==> config.mk <==
export PLATFORM = sky130hd
export DESIGN_NAME = ibex_load_resp_unit_flat
export DESIGN_NICKNAME = d
export VERILOG_FILES = /design/src/rtl/ibex_load_resp_unit_if.sv /design/src/rtl/ibex_load_resp_unit.sv /design/src/flat_wrapper.sv
export SDC_FILE = /design/constraint.sdc
export NUM_CORES = 1
export LEC_CHECK = 0
export BUFFER_PORTS_ARGS = -buffer_cell sky130_fd_sc_hd__buf_4
export CORE_ASPECT_RATIO = 0.6
export CORE_MARGIN = 2
export CORE_UTILIZATION = 49
export DETAILED_ROUTE_END_ITERATION = 7
export GPL_TIMING_DRIVEN = 1
export MAX_ROUTING_LAYER = met4
export PLACE_DENSITY_LB_ADDON = 0.05
export SYNTH_ARGS = -nofsm -noshare
export SYNTH_HDL_FRONTEND = slang
export SYNTH_SLANG_ARGS = --single-unit
==> constraint.sdc <==
create_clock -name clk_i -period 1.9 [get_ports clk_i]
set_clock_uncertainty 0.15 [all_clocks]
set_input_delay 0.19 -clock clk_i [delete_from_list [all_inputs] [get_ports clk_i]]
set_output_delay 0.19 -clock clk_i [all_outputs]
set_load 0.005 [all_outputs]
==> src/rtl/ibex_load_resp_unit_if.sv <==
// Request-attribute, data-bus response and writeback-side signals of the load/store response unit.
// The DUT binds the slave modport and the request/bus driver binds the master modport.
interface ibex_load_resp_unit_if;
  logic        req_issue_i;
  logic        req_we_i;
  logic [1:0]  req_type_i;
  logic        req_sign_ext_i;
  logic [1:0]  req_offset_i;
  logic        req_fp_i;
  logic        data_rvalid_i;
  logic [31:0] data_rdata_i;
  logic        data_err_i;
  logic        ready_o;
  logic        busy_o;
  logic [31:0] rf_wdata_lsu_o;
  logic        rf_we_lsu_o;
  logic        lsu_resp_valid_o;
  logic        lsu_resp_err_o;
  logic        fp_load_o;

  modport slave (
    input  req_issue_i, req_we_i, req_type_i, req_sign_ext_i, req_offset_i, req_fp_i,
    input  data_rvalid_i, data_rdata_i, data_err_i,
    output ready_o, busy_o, rf_wdata_lsu_o, rf_we_lsu_o, lsu_resp_valid_o,
    output lsu_resp_err_o, fp_load_o
  );

  modport master (
    output req_issue_i, req_we_i, req_type_i, req_sign_ext_i, req_offset_i, req_fp_i,
    output data_rvalid_i, data_rdata_i, data_err_i,
    input  ready_o, busy_o, rf_wdata_lsu_o, rf_we_lsu_o, lsu_resp_valid_o,
    input  lsu_resp_err_o, fp_load_o
  );
endinterface

==> src/rtl/ibex_load_resp_unit.sv <==
// Collects one or two bus responses per data access, recombines split beats and
// presents the aligned/extended load result to writeback in the final-response cycle.
//
// state  | meaning
// IDLE   | no access outstanding
// WAIT_1 | first or only response pending
// WAIT_2 | second beat of a split access pending, first beat held in rdata_q
module ibex_load_resp_unit #(
  parameter int unsigned FPU_WIDTH = 32
) (
  input  logic                 clk_i,
  input  logic                 rst_ni,
  ibex_load_resp_unit_if.slave bus
);

  typedef enum logic [1:0] {
    IDLE   = 2'd0,
    WAIT_1 = 2'd1,
    WAIT_2 = 2'd2
  } state_e;

  state_e               state_q, state_d;
  logic                 we_q;
  logic [1:0]           type_q;
  logic                 sign_ext_q;
  logic [1:0]           offset_q;
  logic                 fp_q;
  logic                 split_q;
  logic                 err_q;
  logic [FPU_WIDTH-1:0] rdata_q;

  logic        accept;
  logic        final_resp;
  logic        first_of_split;
  logic        split_new;
  logic        resp_err;
  logic [31:0] shifted;
  logic [31:0] aligned;

  assign final_resp     = bus.data_rvalid_i &
                          (((state_q == WAIT_1) & ~split_q) | (state_q == WAIT_2));
  assign first_of_split = bus.data_rvalid_i & (state_q == WAIT_1) & split_q;
  assign accept         = bus.req_issue_i & bus.ready_o;

  // Type 2'b11 falls into the word case.
  assign split_new = ((bus.req_type_i != 2'b01) & (bus.req_type_i != 2'b10) &
                      (bus.req_offset_i != 2'b00)) |
                     ((bus.req_type_i == 2'b01) & (bus.req_offset_i == 2'b11));

  always_comb begin
    state_d = state_q;
    case (state_q)
      IDLE: begin
        if (bus.req_issue_i) state_d = WAIT_1;
      end
      WAIT_1: begin
        if (first_of_split) state_d = WAIT_2;
        else if (final_resp) state_d = bus.req_issue_i ? WAIT_1 : IDLE;
      end
      WAIT_2: begin
        if (final_resp) state_d = bus.req_issue_i ? WAIT_1 : IDLE;
      end
      default: state_d = IDLE;
    endcase
  end

  always_ff @(posedge clk_i or negedge rst_ni) begin
    if (!rst_ni) begin
      state_q    <= IDLE;
      we_q       <= 1'b0;
      type_q     <= 2'b00;
      sign_ext_q <= 1'b0;
      offset_q   <= 2'b00;
      fp_q       <= 1'b0;
      split_q    <= 1'b0;
      err_q      <= 1'b0;
      rdata_q    <= '0;
    end else begin
      state_q <= state_d;
      if (accept) begin
        we_q       <= bus.req_we_i;
        type_q     <= bus.req_type_i;
        sign_ext_q <= bus.req_sign_ext_i;
        offset_q   <= bus.req_offset_i;
        fp_q       <= bus.req_fp_i;
        split_q    <= split_new;
        err_q      <= 1'b0;
      end else if (first_of_split) begin
        rdata_q <= bus.data_rdata_i;
        err_q   <= err_q | bus.data_err_i;
      end
    end
  end

  // Split beats carry the low bytes in rdata_q and the high bytes in the current beat.
  always_comb begin
    shifted = bus.data_rdata_i >> {offset_q, 3'b000};
    aligned = 32'h0;
    case (type_q)
      2'b01: begin
        if (offset_q == 2'b11) aligned[15:0] = {bus.data_rdata_i[7:0], rdata_q[31:24]};
        else                   aligned[15:0] = shifted[15:0];
        aligned[31:16] = {16{sign_ext_q & aligned[15]}};
      end
      2'b10: begin
        aligned[7:0]  = shifted[7:0];
        aligned[31:8] = {24{sign_ext_q & aligned[7]}};
      end
      default: begin
        case (offset_q)
          2'b01:   aligned = {bus.data_rdata_i[7:0],  rdata_q[31:8]};
          2'b10:   aligned = {bus.data_rdata_i[15:0], rdata_q[31:16]};
          2'b11:   aligned = {bus.data_rdata_i[23:0], rdata_q[31:24]};
          default: aligned = bus.data_rdata_i;
        endcase
      end
    endcase
  end

  assign resp_err = final_resp & (err_q | bus.data_err_i);

  assign bus.ready_o          = (state_q == IDLE) | final_resp;
  assign bus.busy_o           = (state_q != IDLE);
  assign bus.lsu_resp_valid_o = final_resp;
  assign bus.lsu_resp_err_o   = resp_err;
  assign bus.rf_we_lsu_o      = final_resp & ~we_q & ~resp_err;
  assign bus.rf_wdata_lsu_o   = (final_resp & ~we_q) ? aligned : 32'h0;
  assign bus.fp_load_o        = fp_q & bus.busy_o;

endmodule

==> src/flat_wrapper.sv <==
// flat-port wrapper written by rule: the top's interface ports become plain ports
module ibex_load_resp_unit_flat 
#(
  parameter int unsigned FPU_WIDTH = 32
)
  (clk_i, rst_ni, bus_req_issue_i, bus_req_we_i, bus_req_type_i, bus_req_sign_ext_i, bus_req_offset_i, bus_req_fp_i, bus_data_rvalid_i, bus_data_rdata_i, bus_data_err_i, bus_ready_o, bus_busy_o, bus_rf_wdata_lsu_o, bus_rf_we_lsu_o, bus_lsu_resp_valid_o, bus_lsu_resp_err_o, bus_fp_load_o);
  ibex_load_resp_unit_if bus_i ();
  input  logic clk_i;
  input  logic rst_ni;
  input wire logic [$bits(bus_i.req_issue_i)-1:0] bus_req_issue_i;
  input wire logic [$bits(bus_i.req_we_i)-1:0] bus_req_we_i;
  input wire logic [$bits(bus_i.req_type_i)-1:0] bus_req_type_i;
  input wire logic [$bits(bus_i.req_sign_ext_i)-1:0] bus_req_sign_ext_i;
  input wire logic [$bits(bus_i.req_offset_i)-1:0] bus_req_offset_i;
  input wire logic [$bits(bus_i.req_fp_i)-1:0] bus_req_fp_i;
  input wire logic [$bits(bus_i.data_rvalid_i)-1:0] bus_data_rvalid_i;
  input wire logic [$bits(bus_i.data_rdata_i)-1:0] bus_data_rdata_i;
  input wire logic [$bits(bus_i.data_err_i)-1:0] bus_data_err_i;
  output wire logic [$bits(bus_i.ready_o)-1:0] bus_ready_o;
  output wire logic [$bits(bus_i.busy_o)-1:0] bus_busy_o;
  output wire logic [$bits(bus_i.rf_wdata_lsu_o)-1:0] bus_rf_wdata_lsu_o;
  output wire logic [$bits(bus_i.rf_we_lsu_o)-1:0] bus_rf_we_lsu_o;
  output wire logic [$bits(bus_i.lsu_resp_valid_o)-1:0] bus_lsu_resp_valid_o;
  output wire logic [$bits(bus_i.lsu_resp_err_o)-1:0] bus_lsu_resp_err_o;
  output wire logic [$bits(bus_i.fp_load_o)-1:0] bus_fp_load_o;
  assign bus_i.req_issue_i = bus_req_issue_i;
  assign bus_i.req_we_i = bus_req_we_i;
  assign bus_i.req_type_i = bus_req_type_i;
  assign bus_i.req_sign_ext_i = bus_req_sign_ext_i;
  assign bus_i.req_offset_i = bus_req_offset_i;
  assign bus_i.req_fp_i = bus_req_fp_i;
  assign bus_i.data_rvalid_i = bus_data_rvalid_i;
  assign bus_i.data_rdata_i = bus_data_rdata_i;
  assign bus_i.data_err_i = bus_data_err_i;
  assign bus_ready_o = bus_i.ready_o;
  assign bus_busy_o = bus_i.busy_o;
  assign bus_rf_wdata_lsu_o = bus_i.rf_wdata_lsu_o;
  assign bus_rf_we_lsu_o = bus_i.rf_we_lsu_o;
  assign bus_lsu_resp_valid_o = bus_i.lsu_resp_valid_o;
  assign bus_lsu_resp_err_o = bus_i.lsu_resp_err_o;
  assign bus_fp_load_o = bus_i.fp_load_o;
  ibex_load_resp_unit #(.FPU_WIDTH(FPU_WIDTH)) u_core (.clk_i(clk_i), .rst_ni(rst_ni), .bus(bus_i));
endmodule
==> impl_metrics.tcl, run 1 <==
set metrics [dict create \
    post-route-drc-count 0 \
    critPathTopFamily "multiplexers" \
    synthesis.nets 343 \
    multi_input_area_um2 2374 \
    yosysTopAreaCellShare 0.2752 \
    final_cell_area_um2 4836 \
    synth_fa_ha_area_frac 0.01179 \
    numCtsBuffers 5 \
    overflow 0 \
    pre_cts_ws_ns -0.5437 \
    worst_ep_arrival_time_ns 2.11 \
    dp_hpwl_mm 6.732 \
    antenna_cells 0 \
    slew_headroom 0.6718 \
    finalCritPeriodShare 1.288 \
    io_buffers 81 \
    drv_cap 0 \
    met2_usage 0.4237 \
    syn_to_final_growth_pct 51.93 \
    regArea_um2 880.8 \
    hold_path_end "u_core.offset_q[0]$_DFFE_PN0P_" \
    powerDensity_nw_per_um2 1695 \
    critPathRequiredTime_ns 1.56 \
    tns_ns -15.21 \
    grt_antenna_before_repair 0 \
    clk_pin_slew_ns 0.07 \
    grt_use_met1 0.4395 \
    htree_levels 2 \
    initial_utilization 0.5139 \
    fp.dieH_um 66.43 \
    worst_slack_ns -0.5473 \
    avgSynthCellArea_um2 10.75 \
    yosysWarnings 0 \
    hold_class "input pin to flop" \
    ys_types 40 \
    slew_violations 0 \
    reg2reg_from "u_core.split_q$_DFFE_PN0P_" \
    io_pins 82 \
    rr_endpoint "u_core.split_q$_DFFE_PN0P_" \
    endpoint_kind "output port" \
    drive_gt1_frac 0.6168 \
    r2r_slack_ns 0.17 \
    grt_pass1_vias 2888 \
    grt_busiest_layer "met1" \
    synth_area_leader_cell "dfrtp_1" \
    die_area_um2 7178 \
    final_nets 474 \
    worst-path-buf-inv 2 \
    whs_path_depth 2 \
    grt_use_met3 0.03941 \
    rows 22 \
    p_leak_nw 2.175 \
    vias 3040 \
    cts-root-buf "clkbuf_8" \
    worstSetupPathType "flop to output port" \
    tightest_slew_ns 0.4922 \
    ys_ff_latch 35 \
    clk_latency_ns 0.29 \
    cts_tree "built" \
    synth_compound_area_frac 0.1242 \
    synthTopCellsByArea "dfrtp_1 28%, mux4_2 23%, mux2_2 11%, mux2i_1 7.2%, inv_1 3.3%" \
    seq_area_frac_synth 0.2752 \
    finalWirelength_mm 9.752 \
    critPathSlowestCell "mux4_2" \
    worstPathCellList "mux4_2 > and2_4 > o31ai_4 > buf_6 > a21oi_1 > buf_4" \
    clock_sinks 35 \
    core_um2 6193 \
    drt_first_pass_iters 4 \
    ant_nets 0 \
    placed_area_um2 4189 \
    grt_first_pass_wirelength_mm 15.52 \
    path_max_fanout 9 \
    synth_top_family_by_area "multiplexers" \
    peakVddDrop_uv 874.7 \
    drt_iter0_drc 213 \
    hold_viol 0 \
    rsz0062_at_grt "true" \
    setup_viol 33 \
    cp-start-kind "flop" \
    hold_start "bus_req_offset_i[0]" \
    fillers 398 \
    worst-path-stages 6 \
    worstRegToRegCells 6 \
    track_usage 0.2920 \
    slowest_delay_ns 0.52 \
    netlist_instances 296 \
    max_freq_mhz 408.6 \
    avgViaCountPerCell 5.938 \
    fin_util 0.7808 \
    status "finished, violations left" \
    synth_xor_area_frac 0 \
    place_congestion 0.8282 \
    syn_area_um2 3183 \
    wl_per_cell_um 19.05 \
    violations "setup timing" \
    die_x_um 108.1 \
    synth.area.mux_share 0.4167 \
    grt_max_degree 36 \
    finalCriticalPeriod_ns 2.447 \
    synth-simple-area-share 0.1002 \
    clockBufferDepth 2 \
]
==> stage by stage <==
step,total power [mW],cells,hold slack (ns)
6_report,8.199,512,0.01317
3_3_place_gp,6.296,483,0.03246
2_1_floorplan,4.657,296,-0.2556
5_1_grt,8.731,512,0.009569
4_1_cts,7.600,508,0.007142
3_5_place_dp,6.404,483,0.03820
==> how the worst max path moves through the flow <==
| stage | startpoint | to | slack, ns |
|---|---|---|---|
| CTS | u_core.offset_q[0]$_DFFE_PN0P_ | bus_rf_wdata_lsu_o[23] | -0.52 |
| finish | u_core.offset_q[0]$_DFFE_PN0P_ | bus_rf_wdata_lsu_o[19] | -0.55 |
| global route | u_core.offset_q[0]$_DFFE_PN0P_ | bus_rf_wdata_lsu_o[19] | -0.62 |
| global placement | u_core.type_q[0]$_DFFE_PN0P_ | bus_rf_wdata_lsu_o[8] | -0.41 |
| detailed placement | u_core.type_q[0]$_DFFE_PN0P_ | bus_rf_wdata_lsu_o[8] | -0.54 |
| floorplan | u_core.offset_q[0]$_DFFE_PN0P_ | bus_rf_wdata_lsu_o[19] | -0.03 |
==> synth_stat cells, drive strengths merged <==
cell type and number:
nor3 12, nor3b 2, nor2 19, a2111oi 6
mux2i 23, a211oi 2, o211a 1, or2 3
clkbuf 11, inv 28, a221oi 7, o21bai 1
a22o 1, o21ba 1, a21o 1, and2 2
ha 3, nor2b 10, mux2 33, nand4b 1
a21oi 16, a21bo 1, a22oi 6, a31oi 2
o21a 1, o21ai 4, buf 12, o22ai 2
nand2 12, mux4 32, nand2b 4, a41o 1
o31ai 1, dfrtp 35
==> flip-flops by register name, indices dropped and copies added (netlist names) <==
name	flops
u_core.err_q	1
u_core.fp_q	1
u_core.offset_q	2
u_core.rdata_q	24
u_core.sign_ext_q	1
u_core.split_q	1
u_core.state_q	2
u_core.type_q	2
u_core.we_q	1
==> power breakdown <==
group          internal (mW)  switching, mW
clock                  0.331          0.282
sequential              1.13          0.403
combinational           3.34           2.71
==> layout make-up <==
cell class / instances / area share
Multi-Input combinational cell: 210 / 0.4908
Timing Repair Buffer: 147 / 0.2629
Sequential cell: 35 / 0.1821
Inverter: 28 / 0.02173
Tap cell: 84 / 0.02173
Clock buffer: 8 / 0.02070
==> layout by cell type, fill, tap and decap left out, drive strengths merged, types with 3 or more instances in the layout <==
cell / n
a2111oi: 6
a21oi: 16
a221oi: 7
a22oi: 6
buf: 139
clkbuf: 9
dfrtp: 35
dlygate4sd3: 7
ha: 3
inv: 28
mux2: 33
mux2i: 23
mux4: 32
nand2: 12
nand2b: 4
nor2: 19
nor2b: 10
nor3: 12
o21ai: 4
or2: 3
==> layer usage <==
layer | vias up | wire length, µm
li1 | 1386 | -
met1 | 1512 | 4668
met2 | 136 | 4345
met3 | 6 | 676
met4 | 0 | 61
met5 | - | 0
==> kinds of logic (layout without fill, tap and decap cells) <==
family | count (synthesis) | after routing
adder cells (fa/ha/maj) | 3 | 3
AND/OR/NAND/NOR | 65 | 65
buffers and inverters | 51 | 183
flip-flops | 35 | 35
AO/OA/AOI/OAI | 54 | 54
multiplexers | 88 | 88
==> what timing repair did <==
action / 4_1_cts / 5_1_grt
gates resized for setup: 42 / 34
hold buffers: 7 / 0
setup buffers: 10 / 4
pin swaps: 14 / 6
cloned: 0 / 1
endpoints found under the setup margin: 35 / 35
endpoints found under the hold margin: 41 / 0
Power figures use the tool's default switching activity.
==> inputs of run 2 (changes only) <==
CELL_PAD_IN_SITES_DETAIL_PLACEMENT = 0   (was default)
CELL_PAD_IN_SITES_GLOBAL_PLACEMENT = 1   (was default)
CORE_UTILIZATION = 38   (was 49)
==> run 2 against run 1 <==
Against the previous run: cell count rose by 4.9%; total power grew 1.3%; clock power grew 42%; fmax rose by 2.0%; sequential cell count stayed put; design area increased by 0.52%; core utilization is 17 points lower; non-clock buffer count grew 1; the flow still finishes with violations (setup timing); critical path depth is the same; sequential share of layout area shrank 0.15 points.
==> impl_metrics.tcl, run 2 (same netlist as run 1, synthesis figures left out) <==
set metrics [dict create \
    status "finished, violations left" \
    violations "setup timing" \
    final_cell_area_um2 4861 \
    p_leak_nw 2.205 \
    drive_gt1_frac 0.6107 \
    syn_to_final_growth_pct 52.71 \
    wl_per_cell_um 18.19 \
    overflow 0 \
    drt_first_pass_iters 4 \
    cts_tree "built" \
    worst_slack_ns -0.4999 \
    grt_antenna_before_repair 0 \
    worst_ep_arrival_time_ns 2.06 \
    die_x_um 122.2 \
    largest_reg_flops 24 \
    ant_nets 0 \
    avgViaCountPerCell 5.505 \
    fillers 695 \
    largest-register "u_core.rdata_q" \
    htree_levels 2 \
    critPathRequiredTime_ns 1.56 \
    finalCriticalPeriod_ns 2.400 \
    fin_util 0.6070 \
    finalWirelength_mm 9.767 \
    final_cell_mix "125 x buf_4, 33 x dfrtp_1, 32 x mux4_2" \
    core_um2 8008 \
    clock_sinks 35 \
    totalPowerFinal_mw 8.308 \
    grt_first_pass_wirelength_mm 15.35 \
    track_usage 0.2290 \
    final_cells 537 \
    clk_latency_ns 0.28 \
    placed_area_um2 4229 \
    finalCritPeriodShare 1.263 \
    worstSetupPathType "flop to output port" \
    path_max_fanout 6 \
    dpl.cell_count 510 \
    peakVddDrop_uv 821.7 \
    grt_pass1_vias 2921 \
    whs_path_depth 2 \
    timing.hold.ws_ns 0.01262 \
    fp.dieH_um 74.90 \
    die_area_um2 9149 \
    final_common_cell "buf_4" \
    tightest_slew_ns 0.4915 \
    endpoint_kind "output port" \
    hold_viol 0 \
    io_buffers 81 \
    final_nets 475 \
    clockBufferDepth 2 \
    numCtsBuffers 5 \
    place_congestion 0.8407 \
    grt_max_degree 36 \
    vias 2956 \
    powerDensity_nw_per_um2 1709 \
    worstRegToRegCells 6 \
    hold_class "input pin to flop" \
    drt_iter0_drc 149 \
    cp-start-kind "flop" \
    dp_hpwl_mm 7.040 \
    setup_viol 33 \
    io_pins 82 \
    drv_cap 0 \
    max_freq_mhz 416.7 \
    clk_pin_slew_ns 0.05 \
    post-route-drc-count 0 \
    slew_violations 0 \
    rows 25 \
    cts-root-buf "clkbuf_16" \
    initial_utilization 0.3975 \
    slew_headroom 0.6723 \
    rsz0062_at_grt "true" \
    antenna_cells 0 \
]
## run 2: cell count changes in the layout (fill, tap and decap cells not counted), sizes merged
cell and change:
dlygate4sd3 -1, buf +3, clkbuf -1
## run 2: worst paths after layout
path	start	end	slack [ns]
max	u_core.offset_q[0]$_DFFE_PN0P_	bus_rf_wdata_lsu_o[24]	-0.50
min reg2reg	u_core.fp_q$_DFFE_PN0P_	u_core.fp_q$_DFFE_PN0P_	0.35
max reg2reg	u_core.split_q$_DFFE_PN0P_	u_core.offset_q[0]$_DFFE_PN0P_	0.17
max in group asynchronous	rst_ni	u_core.offset_q[0]$_DFFE_PN0P_	0.97
min in group asynchronous	rst_ni	u_core.rdata_q[15]$_DFFE_PN0P_	0.26
min	bus_req_type_i[0]	u_core.type_q[0]$_DFFE_PN0P_	0.01
## run 2: routing by layer
layer  up-vias  part of all wire  GRT usage  wire (µm)
met4         0             0.013    0.06258        127
met5         -                 0          -          0
met2        80              0.43     0.3141       4171
met3        12             0.059    0.05455        573
met1      1481              0.50     0.3367       4895
li1       1383                 -          -          -
## run 2: through the flow
step	TNS (ns)	setup WS, ns
CTS	-14.74	-0.5003
global route	-17.25	-0.6080
floorplan	-0.2828	-0.02828
detailed placement	-8.768	-0.5735
finish	-14.41	-0.4999
global placement	-8.230	-0.5614
## run 2: area by class of cell
| type | count | area [µm²] | share of cell area |
|---|---|---|---|
| Inverter | 28 | 105.1 | 0.02162 |
| Clock buffer | 8 | 156.4 | 0.03218 |
| Sequential cell | 35 | 878.3 | 0.1807 |
| Multi-Input combinational cell | 210 | 2337 | 0.4808 |
| Timing Repair Buffer | 148 | 1249 | 0.2569 |
| Tap cell | 108 | 135.1 | 0.02780 |
## run 2: worst max-delay path, stage by stage, from the launching register on
cell,delay (ns)
dfrtp_2,0.44
mux4_2,0.53
and2_4,0.19
o31ai_4,0.24
buf_6,0.18
a21oi_2,0.05
buf_4,0.15
## run 2: repair_timing
action,in CTS,in global routing
hold endpoints to repair,40,0
hold buffers,6,0
pin swaps,11,15
setup buffers,9,7
endpoints found under the setup margin,33,33
resized for setup,48,26
## run 2: power breakdown
group          switching, mW  internal [mW]
logic                   2.68           3.26
registers              0.373           1.13
clock network          0.312          0.558
total                   3.37           4.94
